`src/rtl/lsu_ctrl.sv`:
```
`default_nettype none
// ============================================================================
// Module      : lsu_ctrl
// Description : Load/store sequencer between the core memory stage and a
//               word-wide data memory with req/gnt/rvalid handshake.
//               Produces byte enables, lane-aligned store data and extended
//               load data. Also detects misaligned accesses and timeouts.
// Revision    : 1.0 - initial release
// ============================================================================
module lsu_ctrl #(
    parameter int DATA_WIDTH     = 32,
    parameter int ADDR_WIDTH     = 32,
    parameter int TIMEOUT_CYCLES = 64
) (
    input  logic                  clk_i,
    input  logic                  rst_ni,
    input  logic                  MemRead_i,
    input  logic                  MemWrite_i,
    input  logic [1:0]            MemType_i,
    input  logic                  MemSign_i,
    input  logic [ADDR_WIDTH-1:0] Addr_i,
    input  logic [DATA_WIDTH-1:0] WriteData_i,
    output logic [DATA_WIDTH-1:0] ReadData_o,
    output logic                  Stall_o,
    output logic                  Done_o,
    output logic                  Misalign_o,
    output logic                  BusErr_o,
    output logic                  MemReq_o,
    output logic                  MemWe_o,
    output logic [ADDR_WIDTH-1:0] MemAddr_o,
    output logic [3:0]            MemBe_o,
    output logic [DATA_WIDTH-1:0] MemWData_o,
    input  logic                  MemGnt_i,
    input  logic                  MemRValid_i,
    input  logic [DATA_WIDTH-1:0] MemRData_i
);

    localparam int c_CNT_W = (TIMEOUT_CYCLES > 1) ? $clog2(TIMEOUT_CYCLES) : 1;
    localparam logic [c_CNT_W-1:0] c_TMO_LAST = c_CNT_W'(TIMEOUT_CYCLES - 1);

    typedef enum logic [1:0] {
        ST_IDLE = 2'd0,
        ST_REQ  = 2'd1,
        ST_WAIT = 2'd2,
        ST_DONE = 2'd3
    } state_t;

    state_t                  r_state;
    state_t                  w_next;

    logic [ADDR_WIDTH-1:0]   r_addr;
    logic [1:0]              r_type;
    logic                    r_sign;
    logic [DATA_WIDTH-1:0]   r_wdata;
    logic                    r_we;
    logic                    r_misalign;
    logic                    r_buserr;
    logic [c_CNT_W-1:0]      r_cnt;
    logic [DATA_WIDTH-1:0]   r_rdata;

    logic                    w_req;
    logic                    w_misalign_in;
    logic                    w_timeout;
    logic                    w_in_req;
    logic [3:0]              w_be;
    logic [DATA_WIDTH-1:0]   w_wdata;
    logic [7:0]              w_byte;
    logic [15:0]             w_half;
    logic [DATA_WIDTH-1:0]   w_load;

    assign w_req     = MemRead_i | MemWrite_i;
    assign w_timeout = (r_cnt == c_TMO_LAST);
    assign w_in_req  = (r_state == ST_REQ);

    // Alignment check on the incoming request (byte accesses never misalign)
    always_comb begin
        w_misalign_in = 1'b0;
        case (MemType_i)
            2'b01:   w_misalign_in = 1'b0;
            2'b10:   w_misalign_in = Addr_i[0];
            default: w_misalign_in = |Addr_i[1:0];
        endcase
    end

    // Byte enables and lane-replicated store data from the latched request
    always_comb begin
        w_be    = 4'b1111;
        w_wdata = r_wdata;
        case (r_type)
            2'b01: begin
                w_be    = 4'b0001 << r_addr[1:0];
                w_wdata = {4{r_wdata[7:0]}};
            end
            2'b10: begin
                w_be    = r_addr[1] ? 4'b1100 : 4'b0011;
                w_wdata = {2{r_wdata[15:0]}};
            end
            default: begin
                w_be    = 4'b1111;
                w_wdata = r_wdata;
            end
        endcase
    end

    // Lane extraction and extension of returning read data (sign=1 zero-extends)
    always_comb begin
        w_byte = MemRData_i[{r_addr[1:0], 3'b000} +: 8];
        w_half = r_addr[1] ? MemRData_i[31:16] : MemRData_i[15:0];
        w_load = MemRData_i;
        case (r_type)
            2'b01:   w_load = r_sign ? {24'h000000, w_byte} : {{24{w_byte[7]}}, w_byte};
            2'b10:   w_load = r_sign ? {16'h0000, w_half} : {{16{w_half[15]}}, w_half};
            default: w_load = MemRData_i;
        endcase
    end

    // State register
    always_ff @(posedge clk_i or negedge rst_ni) begin
        if (!rst_ni) begin
            r_state <= ST_IDLE;
        end else begin
            r_state <= w_next;
        end
    end

    // Next-state logic; a handshake event on the timeout cycle wins
    always_comb begin
        w_next = r_state;
        case (r_state)
            ST_IDLE: begin
                if (w_req) begin
                    w_next = w_misalign_in ? ST_DONE : ST_REQ;
                end
            end
            ST_REQ: begin
                if (MemGnt_i) begin
                    w_next = r_we ? ST_DONE : ST_WAIT;
                end else if (w_timeout) begin
                    w_next = ST_DONE;
                end
            end
            ST_WAIT: begin
                if (MemRValid_i || w_timeout) begin
                    w_next = ST_DONE;
                end
            end
            default: w_next = ST_IDLE;
        endcase
    end

    // Request capture, status flags, timeout counter and load result register
    always_ff @(posedge clk_i or negedge rst_ni) begin
        if (!rst_ni) begin
            r_addr     <= '0;
            r_type     <= 2'b00;
            r_sign     <= 1'b0;
            r_wdata    <= '0;
            r_we       <= 1'b0;
            r_misalign <= 1'b0;
            r_buserr   <= 1'b0;
            r_cnt      <= '0;
            r_rdata    <= '0;
        end else begin
            case (r_state)
                ST_IDLE: begin
                    if (w_req) begin
                        r_addr     <= Addr_i;
                        r_type     <= MemType_i;
                        r_sign     <= MemSign_i;
                        r_wdata    <= WriteData_i;
                        r_we       <= MemWrite_i;
                        r_misalign <= w_misalign_in;
                        r_buserr   <= 1'b0;
                        r_cnt      <= '0;
                    end
                end
                ST_REQ: begin
                    // Saturating so a late grant still leaves WAIT bounded
                    if (!w_timeout) begin
                        r_cnt <= r_cnt + 1'b1;
                    end
                    if (!MemGnt_i && w_timeout) begin
                        r_buserr <= 1'b1;
                    end
                end
                ST_WAIT: begin
                    if (!w_timeout) begin
                        r_cnt <= r_cnt + 1'b1;
                    end
                    if (MemRValid_i) begin
                        r_rdata <= w_load;
                    end else if (w_timeout) begin
                        r_buserr <= 1'b1;
                    end
                end
                default: ;
            endcase
        end
    end

    assign Stall_o    = ((r_state == ST_IDLE) && w_req) || (r_state == ST_REQ) || (r_state == ST_WAIT);
    assign Done_o     = (r_state == ST_DONE);
    assign Misalign_o = Done_o & r_misalign;
    assign BusErr_o   = Done_o & r_buserr;
    assign ReadData_o = r_rdata;

    assign MemReq_o   = w_in_req;
    assign MemWe_o    = w_in_req & r_we;
    assign MemAddr_o  = w_in_req ? {r_addr[ADDR_WIDTH-1:2], 2'b00} : '0;
    assign MemBe_o    = w_in_req ? w_be : 4'b0000;
    assign MemWData_o = w_in_req ? w_wdata : '0;

endmodule
`default_nettype wire

```
`config.mk`:
```
export PLATFORM = sky130hd
export DESIGN_NAME = lsu_ctrl
export DESIGN_NICKNAME = d
export VERILOG_FILES = /design/src/rtl/lsu_ctrl.sv
export SDC_FILE = /design/constraint.sdc
export NUM_CORES = 1
export LEC_CHECK = 0
export BUFFER_PORTS_ARGS = -buffer_cell sky130_fd_sc_hd__buf_2
export CORE_MARGIN = 5
export CORE_UTILIZATION = 40
export CTS_CLUSTER_SIZE = 40
export DETAILED_ROUTE_END_ITERATION = 10
export PLACE_DENSITY = 0.67
export RECOVER_POWER = 25
export SLEW_MARGIN = 10
export SYNTH_ARGS = -nofsm -noshare
export SYNTH_HDL_FRONTEND = slang
export SYNTH_SLANG_ARGS = --single-unit
```
`constraint.sdc`:
```
create_clock -name clk_i -period 2.5 [get_ports clk_i]
set_input_delay 0.25 -clock clk_i [delete_from_list [all_inputs] [get_ports clk_i]]
set_output_delay 0.25 -clock clk_i [all_outputs]
set_load 0.03 [all_outputs]
```
==> out/results.tsv <==
stage	metric	value	unit
synthesis	synth_edf_count	0	
outcome	outcome	complete, no violations	
setup_path	crit_arrival	2.06	ns
timing	setup_tns	0	ns
global_routing	grt_overflow	0	
clocking	htreeDepth	3	
synthesis	synth_ff_type	dfrtp_1	
setup_path	crit_slowest_cell	ha_2	
placed_design	portBuffers	208	
global_routing	met2_usage	30.90	%
placed_design	placedCellCount	913	
route	viasPerCell	5.515	
floorplanning	dieArea	17190	sq um
setup_path	worst_r2r_path_depth	5	
route	drc	0	
synthesis	yosysSeqAreaShare	46.91	%
setup_path	cp.buffers_inverters	2	
placed_design	dpl-instance-area	7103	sq um
synthesis	synth_common_cells	dfrtp_1 (110), mux2_2 (78), and2_1 (42)	
synthesis	yosysTopAreaCell	dfrtp_1	
route	antenna_left	0	
floorplanning	core-area	14480	sq um
global_routing	grt_pass1_wl	28790	microns
layout	nets	858	
timing	layout_worst_path_cycle_share	92.44	%
synthesis	syn-cell-area	5868	sq um
synthesis	ys_seq_elements	110	
floorplanning	start_util	40.53	%
synthesis	yosysUniqueCellTypes	46	
synthesis	yosysMostFrequentCell	dfrtp_1	
route	drtIter0Drc	381	
setup_path	critPathCaptureType	output port	
global_routing	use_met3	7.875	%
layout	syn2layout_area_growth	26.99	%
route	wl_per_cell	18.57	microns
floorplanning	die_h	131.1	microns
clocking	cts.path.max_buffers	2	
synthesis	syn_inst	549	
route	finalWirelength	17350	microns
timing	worst_slack	0.1891	ns
layout	antenna_cells	0	
timing	setup_viol	0	
pwr	p_leak	3.576	nW
setup_path	critical_path.cell_chain	ha_2 -> buf_4 -> o21a_1 -> buf_2	
synthesis	async_reset_ff_share	100.0	%
timing	finalMaxSlewViolations	0	
setup_path	critPathTopFamily	buffers and inverters	
synthesis	synth_top_area_share	46.91	%
floorplanning	num_rows	44	
placed_design	dp_slack	0.4154	ns
worst_hold_path	min_path_type	input pin to flip-flop	
layout	fin_util	51.47	%
synthesis	synth.area.top_cells	dfrtp_1 (47%), mux2_2 (15%), and2_1 (4.5%), o211ai_1 (2.9%), o21ai_0 (2.5%)	
placed_design	dp_hpwl	12600	microns
layout	fin_cells	934	
timing	tightestPinTransition	1.063	ns
global_routing	antenna_found_initial	1	
setup_path	max_stage_delay	0.49	ns
global_routing	grt.total_usage	20.10	%
global_routing	grt.met1_usage	26.37	%
setup_path	path_depth	4	
timing	fin_skew	0.008262	ns
clocking	cts_tree	built	
clocking	insertion_delay	0.35	ns
layout	final_area	7452	sq um
floorplanning	num_io_pins	211	
clocking	clock-sinks	110	
timing	hold_viol_final	0	
clocking	root_buffer	clkbuf_16	
global_routing	grt_pass1_vias	5380	
timing	period_needed	2.311	ns
timing	fmax	432.7	MHz
layout	drive_above_1_share	46.00	%
global_routing	grt_start_max_net_pins	71	
placed_design	gp_congestion	0.8809	
worst_hold_path	hold_path_depth	2	
route	first_pass_iters	6	
global_routing	busiest_layer	met2	
timing	slew_headroom	28.75	%
job	cap_viol_max_count	0	
synthesis	yosys_warnings	0	
setup_path	critPathLaunchType	flip-flop	
setup_path	cp_data_required_time	2.25	ns
pwr	peakVddDrop	671.2	uV
setup_path	path_max_fanout	34	
route	vias	5151	
floorplanning	die_x	131.1	microns
pwr	power_density	1579	nW/um^2
timing	rsz0062_at_grt	no	
setup_path	worstSetupPathType	flip-flop to output port	
clocking	cts_buffers	9	
synthesis	avgSynthCellArea	10.69	sq um
clocking	path_clk_slew	0.08	ns
## registers in the layout (all words and copies together) (netlist names), 2 cells and up
name and count:
r_state 2, r_wdata 32, ReadData_o 32, r_cnt 6, r_type 2, r_addr 32
## final timing paths
path | start | endpoint | slack [ns]
min in group asynchronous | rst_ni | r_wdata[28] | 0.42
worst max register to register | r_type[0] | ReadData_o[16] | 0.40
worst min register to register | r_misalign | r_misalign | 0.50
worst min-delay path | Addr_i[4] | r_addr[4] | 0.13
worst max-delay path | r_type[1] | MemBe_o[1] | 0.19
max in group asynchronous | rst_ni | r_sign | 0.67
## kinds of logic after synthesis
| group | after synthesis | share of synthesized area, % |
|---|---|---|
| AO/OA/AOI/OAI | 153 | 18.02 |
| adder cells (fa/ha/maj) | 8 | 1.706 |
| buffers and inverters | 55 | 4.328 |
| flip-flops | 110 | 46.91 |
| multiplexers | 81 | 15.69 |
| other | 1 | 0.06390 |
| AND/OR/NAND/NOR | 141 | 13.28 |
## stage by stage
stage / total power [mW] / hold WS [ns]
floorplan: 8.193 / -0.04559
global placement: 9.955 / 0.09991
detailed placement: 10.15 / 0.1025
CTS: 11.74 / 0.1085
global route: 12.58 / 0.1071
finish: 11.77 / 0.1264
## layout by cell type (no fill, tap or decap), types with 8 or more instances in the layout
cell type / count
a21o_1: 8
a21oi_1: 26
a221o_1: 8
a22oi_1: 17
a31oi_1: 9
and2_1: 42
buf_2: 207
buf_4: 16
clkbuf_16: 9
dfrtp_1: 110
inv_1: 9
mux2_2: 78
nand2_1: 31
nand3_1: 12
nor2_1: 14
nor2b_1: 18
nor3b_1: 8
o211a_1: 8
o211ai_1: 23
o21ai_0: 29
o21ai_2: 11
## power breakdown
| group | total (mW) | switching, mW | internal [mW] |
|---|---|---|---|
| Combinational | 6.83 | 4.18 | 2.65 |
| Clock | 1.54 | 0.716 | 0.826 |
| Sequential | 3.40 | 0.700 | 2.70 |
## routing by layer
layer / share of wire [%] / vias to the layer above / wire, microns
met4: 2.0 / 2 / 351
li1: - / 2375 / -
met5: 0.052 / - / 9
met1: 43 / 2500 / 7474
met3: 9.8 / 27 / 1693
met2: 45 / 247 / 7821
## final cells by class
type                    count  area, sq um
well taps                 184        230.2
clock buffers              10        239.0
multi-input cells         385         2889
repair buffers            229         1222
inverters                  10        41.29
fillers                  1360         7027
flip-flops and latches    110         2753
clock inverters             6        77.57
## what timing repair did
action	in CTS	in global routing
hold buffers	1	0
buffers inserted	0	4
setup endpoints to repair	0	21
resized for setup	0	4
hold endpoints to repair	10	0
Note: power is estimated with default switching activity, not from simulation.
